<file path="config.mk">
export PLATFORM = sky130hd
export DESIGN_NAME = a_skew_feeder
export DESIGN_NICKNAME = d
export VERILOG_FILES = /design/src/rtl/a_skew_feeder.sv
export SDC_FILE = /design/constraint.sdc
export NUM_CORES = 1
export LEC_CHECK = 0
export CAP_MARGIN = 15
export CORE_MARGIN = 5
export CORE_UTILIZATION = 54
export DETAILED_ROUTE_END_ITERATION = 7
export GPL_TIMING_DRIVEN = 1
export PLACE_DENSITY_LB_ADDON = 0.15
export SLEW_MARGIN = 0
export SYNTH_ARGS = -nofsm -noshare
export SYNTH_HDL_FRONTEND = slang
export SYNTH_SLANG_ARGS = --single-unit
</file>
<file path="constraint.sdc">
create_clock -name clk -period 2.9 [get_ports clk]
set_clock_uncertainty 0.05 [all_clocks]
set_input_delay 0.87 -clock clk [delete_from_list [all_inputs] [get_ports clk]]
set_output_delay 0.87 -clock clk [all_outputs]
set_load 0.01 [all_outputs]
</file>
<file path="src/rtl/a_skew_feeder.sv">
// Diagonal skew stage feeding the west edge of the systolic array: lane i is delayed by
// i extra cycles, lanes at or above the active row count are masked, and each burst drains with zeros.
module a_skew_feeder #(
   parameter int ARRAY_N         = 8,
   parameter int ACT_WIDTH       = 8,
   parameter int IBUF_DATA_WIDTH = ARRAY_N * ACT_WIDTH
) (
   input  logic                         clk,
   input  logic                         reset,
   input  logic                         act_valid_in,
   input  logic [$clog2(ARRAY_N):0]     num_rows,
   input  logic [IBUF_DATA_WIDTH-1:0]   act_data_set_in,
   output logic [IBUF_DATA_WIDTH-1:0]   act_data_skewed_out,
   output logic [ARRAY_N-1:0]           lane_valid_out,
   output logic                         busy,
   output logic                         drain_done
);

   localparam int RW = $clog2(ARRAY_N) + 1;
   localparam logic [RW-1:0] ROWS_MAX   = RW'(ARRAY_N);
   localparam logic [RW-1:0] DRAIN_LAST = RW'(ARRAY_N - 2);

   typedef enum logic [1:0] {IDLE, STREAM, DRAIN} state_t;

   state_t          state_q, state_d;
   logic [RW-1:0]   rows_q, rows_d;
   logic [RW-1:0]   drain_cnt, drain_cnt_d;
   logic            drain_done_d;
   logic [RW-1:0]   sat_rows;
   logic [RW-1:0]   eff_rows;

   // The first vector of a burst is sampled on the same edge that latches rows_q,
   // so in IDLE the mask must come straight from the saturated input.
   assign sat_rows = (num_rows > ROWS_MAX) ? ROWS_MAX : num_rows;
   assign eff_rows = (state_q == IDLE) ? sat_rows : rows_q;
   assign busy     = (state_q != IDLE);

   always_ff @(posedge clk) begin
      if (reset) begin
         state_q    <= IDLE;
         rows_q     <= '0;
         drain_cnt  <= '0;
         drain_done <= 1'b0;
      end else begin
         state_q    <= state_d;
         rows_q     <= rows_d;
         drain_cnt  <= drain_cnt_d;
         drain_done <= drain_done_d;
      end
   end

   // Drain ends on the edge where the deepest lane's last element leaves, ARRAY_N-1
   // edges after entering DRAIN; a new vector on that same edge resumes streaming instead.
   always_comb begin
      state_d      = state_q;
      rows_d       = rows_q;
      drain_cnt_d  = drain_cnt;
      drain_done_d = 1'b0;
      case (state_q)
         IDLE: begin
            if (act_valid_in) begin
               state_d = STREAM;
               rows_d  = sat_rows;
            end
         end
         STREAM: begin
            if (!act_valid_in) begin
               state_d     = DRAIN;
               drain_cnt_d = '0;
            end
         end
         DRAIN: begin
            if (act_valid_in) begin
               state_d     = STREAM;
               drain_cnt_d = '0;
            end else if (drain_cnt == DRAIN_LAST) begin
               state_d      = IDLE;
               drain_done_d = 1'b1;
            end else begin
               drain_cnt_d = drain_cnt + 1'b1;
            end
         end
         default: state_d = IDLE;
      endcase
   end

   for (genvar i = 0; i < ARRAY_N; i++) begin : g_lane
      localparam logic [RW-1:0] LANE = RW'(i);

      logic [ACT_WIDTH-1:0] data_q [i+1];
      logic                 vld_q  [i+1];
      logic                 feed_v;

      assign feed_v = act_valid_in && (LANE < eff_rows);

      // Masked or idle slots shift zeros so an invalid lane always reads as zero.
      always_ff @(posedge clk) begin
         if (reset) begin
            for (int s = 0; s <= i; s++) begin
               data_q[s] <= '0;
               vld_q[s]  <= 1'b0;
            end
         end else begin
            data_q[0] <= feed_v ? act_data_set_in[i*ACT_WIDTH +: ACT_WIDTH] : '0;
            vld_q[0]  <= feed_v;
            for (int s = 1; s <= i; s++) begin
               data_q[s] <= data_q[s-1];
               vld_q[s]  <= vld_q[s-1];
            end
         end
      end

      assign act_data_skewed_out[i*ACT_WIDTH +: ACT_WIDTH] = data_q[i];
      assign lane_valid_out[i] = vld_q[i];
   end

endmodule

</file>
* Word-level counts from Yosys, hierarchy flattened
Memory sizes are Yosys's and may differ from the RTL's.
Index checks and enable logic that the tools add are counted.
** Word-level totals
- Register bits :: 11
- Bits in writable memories :: 324
- Input bits :: 71
- Output and inout port bits :: 74
- Memories kept :: 16
** Operators by class
- $add $sub $neg :: 1
- $lt $le $gt $ge :: 9
- Equality and inequality tests :: 7
- Mux-type cells :: 97
- Bitwise logic cells :: 71
- Reductions and logical operators :: 17
** Memory list
- g_lane[7].data_q :: words 8, bits a word 8, rd ports 8, clocked after memory_dff 0, write ports 8, RTL line 90 : logic [ACT_WIDTH-1:0] data_q [i+1];
- g_lane[6].data_q :: words 7, bits a word 8, rd ports 7, clocked after memory_dff 0, write ports 7, RTL line 90
- g_lane[5].data_q :: words 6, bits a word 8, rd ports 6, clocked after memory_dff 0, write ports 6, RTL line 90
- g_lane[4].data_q :: words 5, bits a word 8, rd ports 5, clocked after memory_dff 0, write ports 5, RTL line 90
- g_lane[3].data_q :: words 4, bits a word 8, rd ports 4, clocked after memory_dff 0, write ports 4, RTL line 90
- g_lane[2].data_q :: words 3, bits a word 8, rd ports 3, clocked after memory_dff 0, write ports 3, RTL line 90
- 10 more memories
** Operators by type and width (number)
- 8-bit two-way mux :: 44
- 1-bit OR :: 70
- 1-bit two-way mux :: 42
- 4-bit two-way mux :: 5
- 3-bit by 4-bit less-than comparator with 1-bit output (first input constant) :: 4
- 1-bit logical AND :: 8
- 1-bit by 4-bit less-than comparator with 1-bit output (first input constant) :: 2
- 2-bit by 4-bit less-than comparator with 1-bit output (first input constant) :: 2
- 2-bit two-way mux :: 4
- 4-bit case mux with 2 select lines :: 1
- 8-bit OR reduction :: 1
- 3-bit != test (second input constant) :: 2
- 2-bit case mux with 3 select lines :: 1
- 3-bit AND reduction :: 2
- 4-bit by 1-bit adder with 4-bit output (second input constant) :: 1
- 4-bit by 3-bit equality test with 1-bit output (second input constant) :: 1
- 4-bit > comparator (second input constant) :: 1
- 2-bit != test (second input constant) :: 2
- 2-bit nonzero test :: 2
- 3-bit OR reduction :: 1
- 2-bit by 1-bit equality test with 1-bit output (second input constant) :: 1
- 2-bit equality test (second input constant) :: 1
- 2-bit zero test :: 1
- 2-bit AND reduction :: 1
- other kinds (2) :: 2

* Logic depth before layout (Yosys ltp)
Gate-level depths: netlist of the first run.
- Depth in word-level cells :: 7
- Gate-level depth with buffers :: 6
- Mapped depth without buffers :: 5

* Least setup slack after synthesis of the first run
OpenSTA, ideal clock, no wires.
- Path type :: input to register
- Start point :: input port num_rows[3]
- End point :: memory g_lane[4].data_q[0][5]
- Arrival time :: 1926 ps
- Data required time :: 2690 ps
- Path slack :: 764 ps
- Cell stages on the path :: 5
- Path buffers :: 2
- Cell sequence :: buf_2 -> or4_4 -> o31ai_2 -> buf_4 -> a2111oi_0
** RTL lines
- start, declared :: RTL line 11 : input logic [$clog2(ARRAY_N):0] num_rows,
- end, declared :: RTL line 90

* Final worst setup path of the first run
- Start point :: register state_q[1]
- End point :: output port busy
** On the way
- Longest elaborated chain between the ends :: 1
** Ends and longest elaborated chain
- start, declared :: RTL line 25 : state_t state_q, state_d;
- start signal, assigned :: RTL line 45 : state_q <= state_d;
- 2-bit nonzero test :: RTL line 36 : assign busy = (state_q != IDLE);
- end, declared :: RTL line 15 : output logic busy,
Every way passes these cells.

==> results of run 1 <==
-- synth_stat cells (all sizes together) --
cell | count | share of area (%)
o22ai | 5 | 0.38
inv | 27 | 1.0
a2111oi | 8 | 0.70
o211ai | 8 | 0.60
o21ba | 1 | 0.10
o21a | 5 | 0.38
ha | 2 | 0.25
nor3b | 3 | 0.23
clkbuf | 35 | 1.3
buf | 52 | 3.9
nor2b | 255 | 16
a22oi | 1 | 0.13
o2bb2ai | 8 | 0.70
nor2 | 4 | 0.15
a211oi | 10 | 0.75
a21boi | 1 | 0.075
a21o | 1 | 0.075
mux2i | 2 | 0.20
o21ai | 3 | 0.15
a21oi | 24 | 1.2
nand2b | 8 | 0.50
nand3b | 7 | 0.53
or3b | 1 | 0.088
nor4b | 4 | 0.63
o311a | 1 | 0.10
and2 | 16 | 1.0
or4 | 1 | 0.11
nor4 | 3 | 0.25
nor3 | 8 | 0.40
or3 | 1 | 0.063
nand3 | 1 | 0.050
o31ai | 1 | 0.13
nand2 | 18 | 0.68
dfxtp | 335 | 67
-- cells in the final DEF, fill, tap and decap left out, types with 2 or more instances in the layout --
cell,Yosys,routed
dfxtp_1,335,335
nor2b_1,255,254
clkdlybuf4s50_1,0,143
clkbuf_16,0,31
inv_1,27,27
a21oi_1,24,24
nand2_1,18,18
and2_1,16,16
buf_4,43,11
a211oi_1,10,10
o211ai_1,8,8
o2bb2ai_1,8,8
nand2b_1,8,8
nor3_1,8,8
a2111oi_0,8,8
clkbuf_8,0,8
nand3b_1,7,7
clkbuf_1,35,7
o21a_1,5,5
clkinv_2,0,5
nor2_1,4,4
o22ai_1,4,4
bufinv_16,0,4
nor3b_1,3,3
o21ai_0,3,3
nor4b_2,2,2
nor4_1,2,2
mux2i_1,2,2
ha_1,2,2
buf_12,0,2
-- flip-flops by register name, summed over array words and instances, names as in the netlist --
| signal | flops |
|---|---|
| rows_q | 4 |
| drain_done | 1 |
| drain_cnt | 4 |
| state_q | 2 |
| g_lane.vld_q | 36 |
| g_lane.data_q | 288 |
-- logic make-up (layout without fill, tap and decap cells) --
kind of cell / after synthesis / in the layout
multiplexers: 2 / 2
adder cells (fa/ha/maj): 2 / 2
flip-flops: 335 / 335
AO/OA/AOI/OAI: 77 / 77
AND/OR/NAND/NOR: 330 / 330
buffers and inverters: 114 / 242
-- power breakdown --
group          switching, mW  internal, mW
Combinational          0.183         0.188
Clock                   1.64          2.52
Sequential            0.0202          4.68
Total                   1.84          7.39
-- per-layer routing --
layer / share of wire [%] / track usage, %
met5: 0 / 0
met4: 2.3 / 4.14
met3: 7.1 / 4.67
met2: 48 / 24.2
met1: 42 / 16.6
-- cell type report --
cell class	count	area share, %
Inverter	27	0.816
Clock buffer	45	7.23
Sequential cell	335	54.0
Clock inverter	13	1.55
Multi-Input combinational cell	411	21.5
Tap cell	229	2.31
Timing Repair Buffer	157	12.6
-- critical path: stages, from the launching register on --
cell and delay (ps):
dfxtp_1 310, nor2_1 370, inv_1 90, clkdlybuf4s50_1 500
-- per-stage QoR --
stage	hold slack [ps]	std cells
final	381	1217
after CTS	381	1217
after floorplan	364	860
after detailed placement	370	1159
after global placement	365	1159
after global routing	380	1217
-- worst paths after layout --
check	from	endpoint	slack, ps	cells after the start
max	state_q[1]	busy	180	3
max reg2reg	state_q[0]	g_lane[0].data_q[0][0]	1060	5
min	g_lane[4].data_q[0][24]	g_lane[4].data_q[0][32]	380	1
min reg2reg	g_lane[4].data_q[0][24]	g_lane[4].data_q[0][32]	380	1
==> results.json, run 1 <==
{
  "fin_crit_sh_pct": 93.7,
  "status": "complete, no violations",
  "max-slew-margin-rel_pct": 37.7,
  "place_area_mm2": 0.0113,
  "seq_area_mm2": 0.00671,
  "n_fill_cell": 1343,
  "utilization_pct": 68.7,
  "power_mw": 9.23,
  "drtIter0Drc": 219,
  "numCtsBuffers": 31,
  "pre_cts_slack_ps": 98.9,
  "ir_drop_mv": 0.578,
  "port_buffers": 144,
  "die_area_mm2": 0.0213,
  "ios": 145,
  "setup_violations": 0,
  "grt_pass1_wl_um": 24900,
  "post-cts-setup-buffer-count": 0,
  "avgRoutedWirePerCell_um": 12.2,
  "fin_area_mm2": 0.0124,
  "cts_root_buffer": "clkbuf_16",
  "clockBufferDepth": 3,
  "drtAntennaViolNets": 0,
  "clk_latency_ps": 550,
  "cap_viol_max_count": 0,
  "gp_congestion": 0.769,
  "synthAdderAreaFrac_pct": 0.251,
  "core_area_mm2": 0.0181,
  "slew_viol_final": 0,
  "yosys.area_share.xor_xnor_pct": 0,
  "yosysUniqueCellTypes": 40,
  "vias": 5399,
  "antennaDiodeCount": 0,
  "netlist_area_mm2": 0.00998,
  "path_class": "reg -> out",
  "seq_area_frac_synth_pct": 67.2,
  "routed_wl_um": 14900,
  "die_y_um": 146,
  "grt_max_degree": 132,
  "cts_tree": "done",
  "htreeDepth": 1,
  "start_kind": "register",
  "hold_buffers": 0,
  "max_freq_mhz": 368,
  "worst_pin_slew_ps": 934,
  "synth_top_family_by_area": "simple AND/OR/NAND/NOR gates",
  "p_per_area_mw_per_mm2": 743,
  "synth_simple_gate_area_share_pct": 20.7,
  "first_pass_iters": 4,
  "initial_core_util_pct": 55.2,
  "synth_compound_area_share_pct": 5.46,
  "grt_pass1_vias": 5181,
  "synth_area_per_cell_um2": 11.6,
  "cts_resized": 0,
  "cts_sinks": 335,
  "syn_inst": 860,
  "leakage_nw": 4.85,
  "cts.clk_slew.worst_paths_ps": 60,
  "nNetsFinal": 1036,
  "synthMuxAreaShare_pct": 0.201,
  "area_growth_pct": 24.4,
  "yosysWarnings": 0,
  "viasPerCell": 4.44,
  "arrival_ps": 1800,
  "final_hold_viol_count": 0,
  "required_ps": 1980,
  "num_rows": 49,
  "drc_errors": 0,
  "fin_setup_tns_ps": 0,
  "fin_ws_ps": 183,
  "overflow": 0,
  "multi_input_area_mm2": 0.00267,
  "die_w_um": 146,
  "place_hpwl_um": 9420,
  "path_max_fanout": 4,
  "grt_use_total_pct": 14.0,
  "synthesis.nets": 933,
  "antenna_found_initial": 0,
  "layout-drive-gt1-share_pct": 7.69,
  "ys_seq_elements": 335,
  "critical_path.endpoint_type": "output pin",
  "hold_class": "reg -> reg",
  "rsz0062_at_grt": "false",
  "period_minus_slack_ps": 2720
}
Note: power is estimated with default switching activity, not from simulation.
==> inputs of run 2 (changes only) <==
--- a/config.mk
+++ b/config.mk
@@ -9,6 +9,7 @@
 export CORE_MARGIN = 5
 export CORE_UTILIZATION = 54
 export DETAILED_ROUTE_END_ITERATION = 7
+export GPL_ROUTABILITY_DRIVEN = 0
 export GPL_TIMING_DRIVEN = 1
 export PLACE_DENSITY_LB_ADDON = 0.15
 export SLEW_MARGIN = 0
==> results of run 2 <==
Same layout as run 1: the final DEF is identical, and so are final timing and power.
==> inputs of run 3 (changes only) <==
--- a/config.mk
+++ b/config.mk
@@ -5,6 +5,7 @@
 export SDC_FILE = /design/constraint.sdc
 export NUM_CORES = 1
 export LEC_CHECK = 0
+export ABC_AREA = 1
 export CAP_MARGIN = 15
 export CORE_MARGIN = 5
 export CORE_UTILIZATION = 54
==> run 3 against run 2 <==
Against the previous run: hold slack got worse by 36 ps; final area is 1.3% higher; sequential share of layout area decreased by 0.68 points; register-to-register slack better by 280 ps; critical endpoint unchanged.
==> results.json, run 3 <==
{
  "cap_viol_max_count": 0,
  "slowest_delay_ps": 540,
  "grt_max_degree": 144,
  "p_per_area_mw_per_mm2": 748,
  "synth_area_per_cell_um2": 8.92,
  "path_max_fanout": 6,
  "grtUsageMet3_pct": 5.24,
  "start_kind": "register",
  "numCtsBuffers": 34,
  "busiest_layer": "met2",
  "synthesis.nets": 1208,
  "syn_inst": 1135,
  "period_minus_slack_ps": 2570,
  "setup_violations": 0,
  "max_freq_mhz": 389,
  "status": "complete, no violations",
  "largest_register_ffs": 288,
  "layout_commonest_cell": "dfxtp_1",
  "ios": 145,
  "antenna_found_initial": 0,
  "vias": 6042,
  "slew_viol_final": 0,
  "final_hold_viol_count": 0,
  "worst_pin_slew_ps": 560,
  "avgRoutedWirePerCell_um": 9.46,
  "cp.buffers_inverters": 2,
  "max-slew-margin-rel_pct": 62.7,
  "cpMaxStageDelayCell": "clkdlybuf4s50_1",
  "gr-usage-met1_pct": 14.3,
  "hold_class": "reg -> reg",
  "layout-drive-gt1-share_pct": 6.07,
  "grt_use_met2_pct": 24.1,
  "yosysTopAreaCell": "dfxtp_1",
  "required_ps": 1980,
  "fin_hold_ws_ps": 345,
  "pwr-share-seq_pct": 50.4,
  "crit_chain": "inv_2, nand2_4, clkdlybuf4s50_1",
  "cts_sinks": 335,
  "clk_latency_ps": 490,
  "pre_cts_slack_ps": 346,
  "first_pass_iters": 4,
  "nNetsFinal": 1318,
  "cts_tree": "done",
  "die_w_um": 147,
  "viasPerCell": 4.02,
  "port_buffers": 144,
  "fin_crit_sh_pct": 88.5,
  "fin_setup_tns_ps": 0,
  "hold_buffers": 0,
  "yosys.cell_count.top_type": "dfxtp_1",
  "overflow": 0,
  "leakage_nw": 5.28,
  "num_rows": 50,
  "reg.largest.list": "g_lane.data_q x288, g_lane.vld_q x36",
  "drc_errors": 0,
  "utilization_pct": 67.7,
  "synth_ff_type": "dfxtp_1",
  "post-cts-setup-buffer-count": 0,
  "critical_path.endpoint_type": "output pin",
  "synth_common_cells": "dfxtp_1 (335), inv_1 (314), nor2_1 (297), nand2_1 (48), buf_4 (40)",
  "cts_resized": 0,
  "drtIter0Drc": 196,
  "yosysWarnings": 0,
  "async_flop_share_pct": 0,
  "fin_ws_ps": 332,
  "arrival_ps": 1650,
  "drtAntennaViolNets": 0,
  "path_class": "reg -> out",
  "grt_use_total_pct": 13.7,
  "cts.clk_slew.worst_paths_ps": 60,
  "rsz0062_at_grt": "false",
  "grt_pass1_vias": 5663,
  "p_clk_share_pct": 45.6,
  "antennaDiodeCount": 0,
  "largest-register": "g_lane.data_q",
  "pwr-share-comb_pct": 4.1,
  "initial_core_util_pct": 54.5,
  "die_y_um": 147,
  "netlist_area_mm2": 0.0101,
  "reg2regPathDepth": 8,
  "cts_root_buffer": "clkbuf_16",
  "area_growth_pct": 24.3,
  "seq_area_frac_synth_pct": 66.2,
  "path_delay_family": "buffers and inverters",
  "final_cell_mix": "dfxtp_1 (335), inv_1 (314), nor2_1 (297)",
  "synth_area_leaders": "dfxtp_1 (66%), inv_1 (12%), nor2_1 (11%)",
  "ys_seq_elements": 335,
  "clockBufferDepth": 3,
  "routed_wl_um": 14200,
  "synth_top_area_share_pct": 66.2,
  "power_mw": 9.41,
  "ir_drop_mv": 0.445,
  "core_area_mm2": 0.0186,
  "grt_pass1_wl_um": 24600,
  "p_int_mw": 7.57,
  "p_switching_mw": 1.85,
  "yosysUniqueCellTypes": 24,
  "place_hpwl_um": 9070,
  "synth-edff-count": 0,
  "htreeDepth": 2,
  "swShare_pct": 19.6,
  "cp.depth": 3,
  "die_area_mm2": 0.0216,
  "whs_path_depth": 2
}
[run 3: per-stage QoR]
| step | instance area [um^2] | instances |
|---|---|---|
| floorplan | 10100 | 1135 |
| global placement | 11400 | 1443 |
| detailed placement | 11400 | 1443 |
| CTS | 12600 | 1502 |
| global route | 12600 | 1502 |
| finish | 12600 | 1502 |
[run 3: layout make-up]
class                      count  area (um^2)
sequential                   335         6710
fill                        1456         6000
multi-input combinational    410         1760
timing repair buffer         146         1470
inverter                     318         1190
clock buffer                  52         1090
tap                          234          293
clock inverter                 7         62.6
[run 3: worst paths after layout]
check	slack, ps	from	endpoint
setup / recovery	330	state_q[0]	busy
hold / removal	340	g_lane[4].vld_q[0][1]	g_lane[4].vld_q[0][2]
setup reg to reg	1340	state_q[1]	g_lane[1].data_q[0][2]
hold reg to reg	340	g_lane[4].vld_q[0][1]	g_lane[4].vld_q[0][2]
[run 3: power by group through the flow]
| stage | Clock (mW) | Sequential (mW) | Combinational, mW |
|---|---|---|---|
| after global placement | 0 | 4.84 | 0.379 |
| after CTS | 4.42 | 4.74 | 0.389 |
| after global routing | 4.63 | 4.75 | 0.437 |
| final | 4.29 | 4.74 | 0.381 |
| after floorplan | 0 | 4.84 | 0.225 |
| after detailed placement | 0 | 4.84 | 0.387 |
[run 3: metal layers]
metal / vias to the layer above / part of all wire (%)
li1: 3329 / -
met1: 2552 / 40
met2: 123 / 48
met3: 38 / 8.3
met4: 0 / 3.6
met5: - / 0
[run 3: logic make-up (layout without fill, tap and decap cells)]
| group | Yosys count | after routing | share of synthesized area, % |
|---|---|---|---|
| flip-flops | 335 | 335 | 66.2 |
| AO/OA/AOI/OAI | 39 | 39 | 2.43 |
| AND/OR/NAND/NOR | 369 | 369 | 14.7 |
| adder cells (fa/ha/maj) | 2 | 2 | 0.247 |
| buffers and inverters | 390 | 523 | 16.4 |
[run 3: worst register-to-register path, cell delays in order (launching register included)]
cell and delay, ps:
dfxtp_1 360, nor2_4 220, nand2_1 90, nand2_2 130, nand2_2 80, nand2_4 260
nand2_4 140, nand2_1 90, inv_1 40
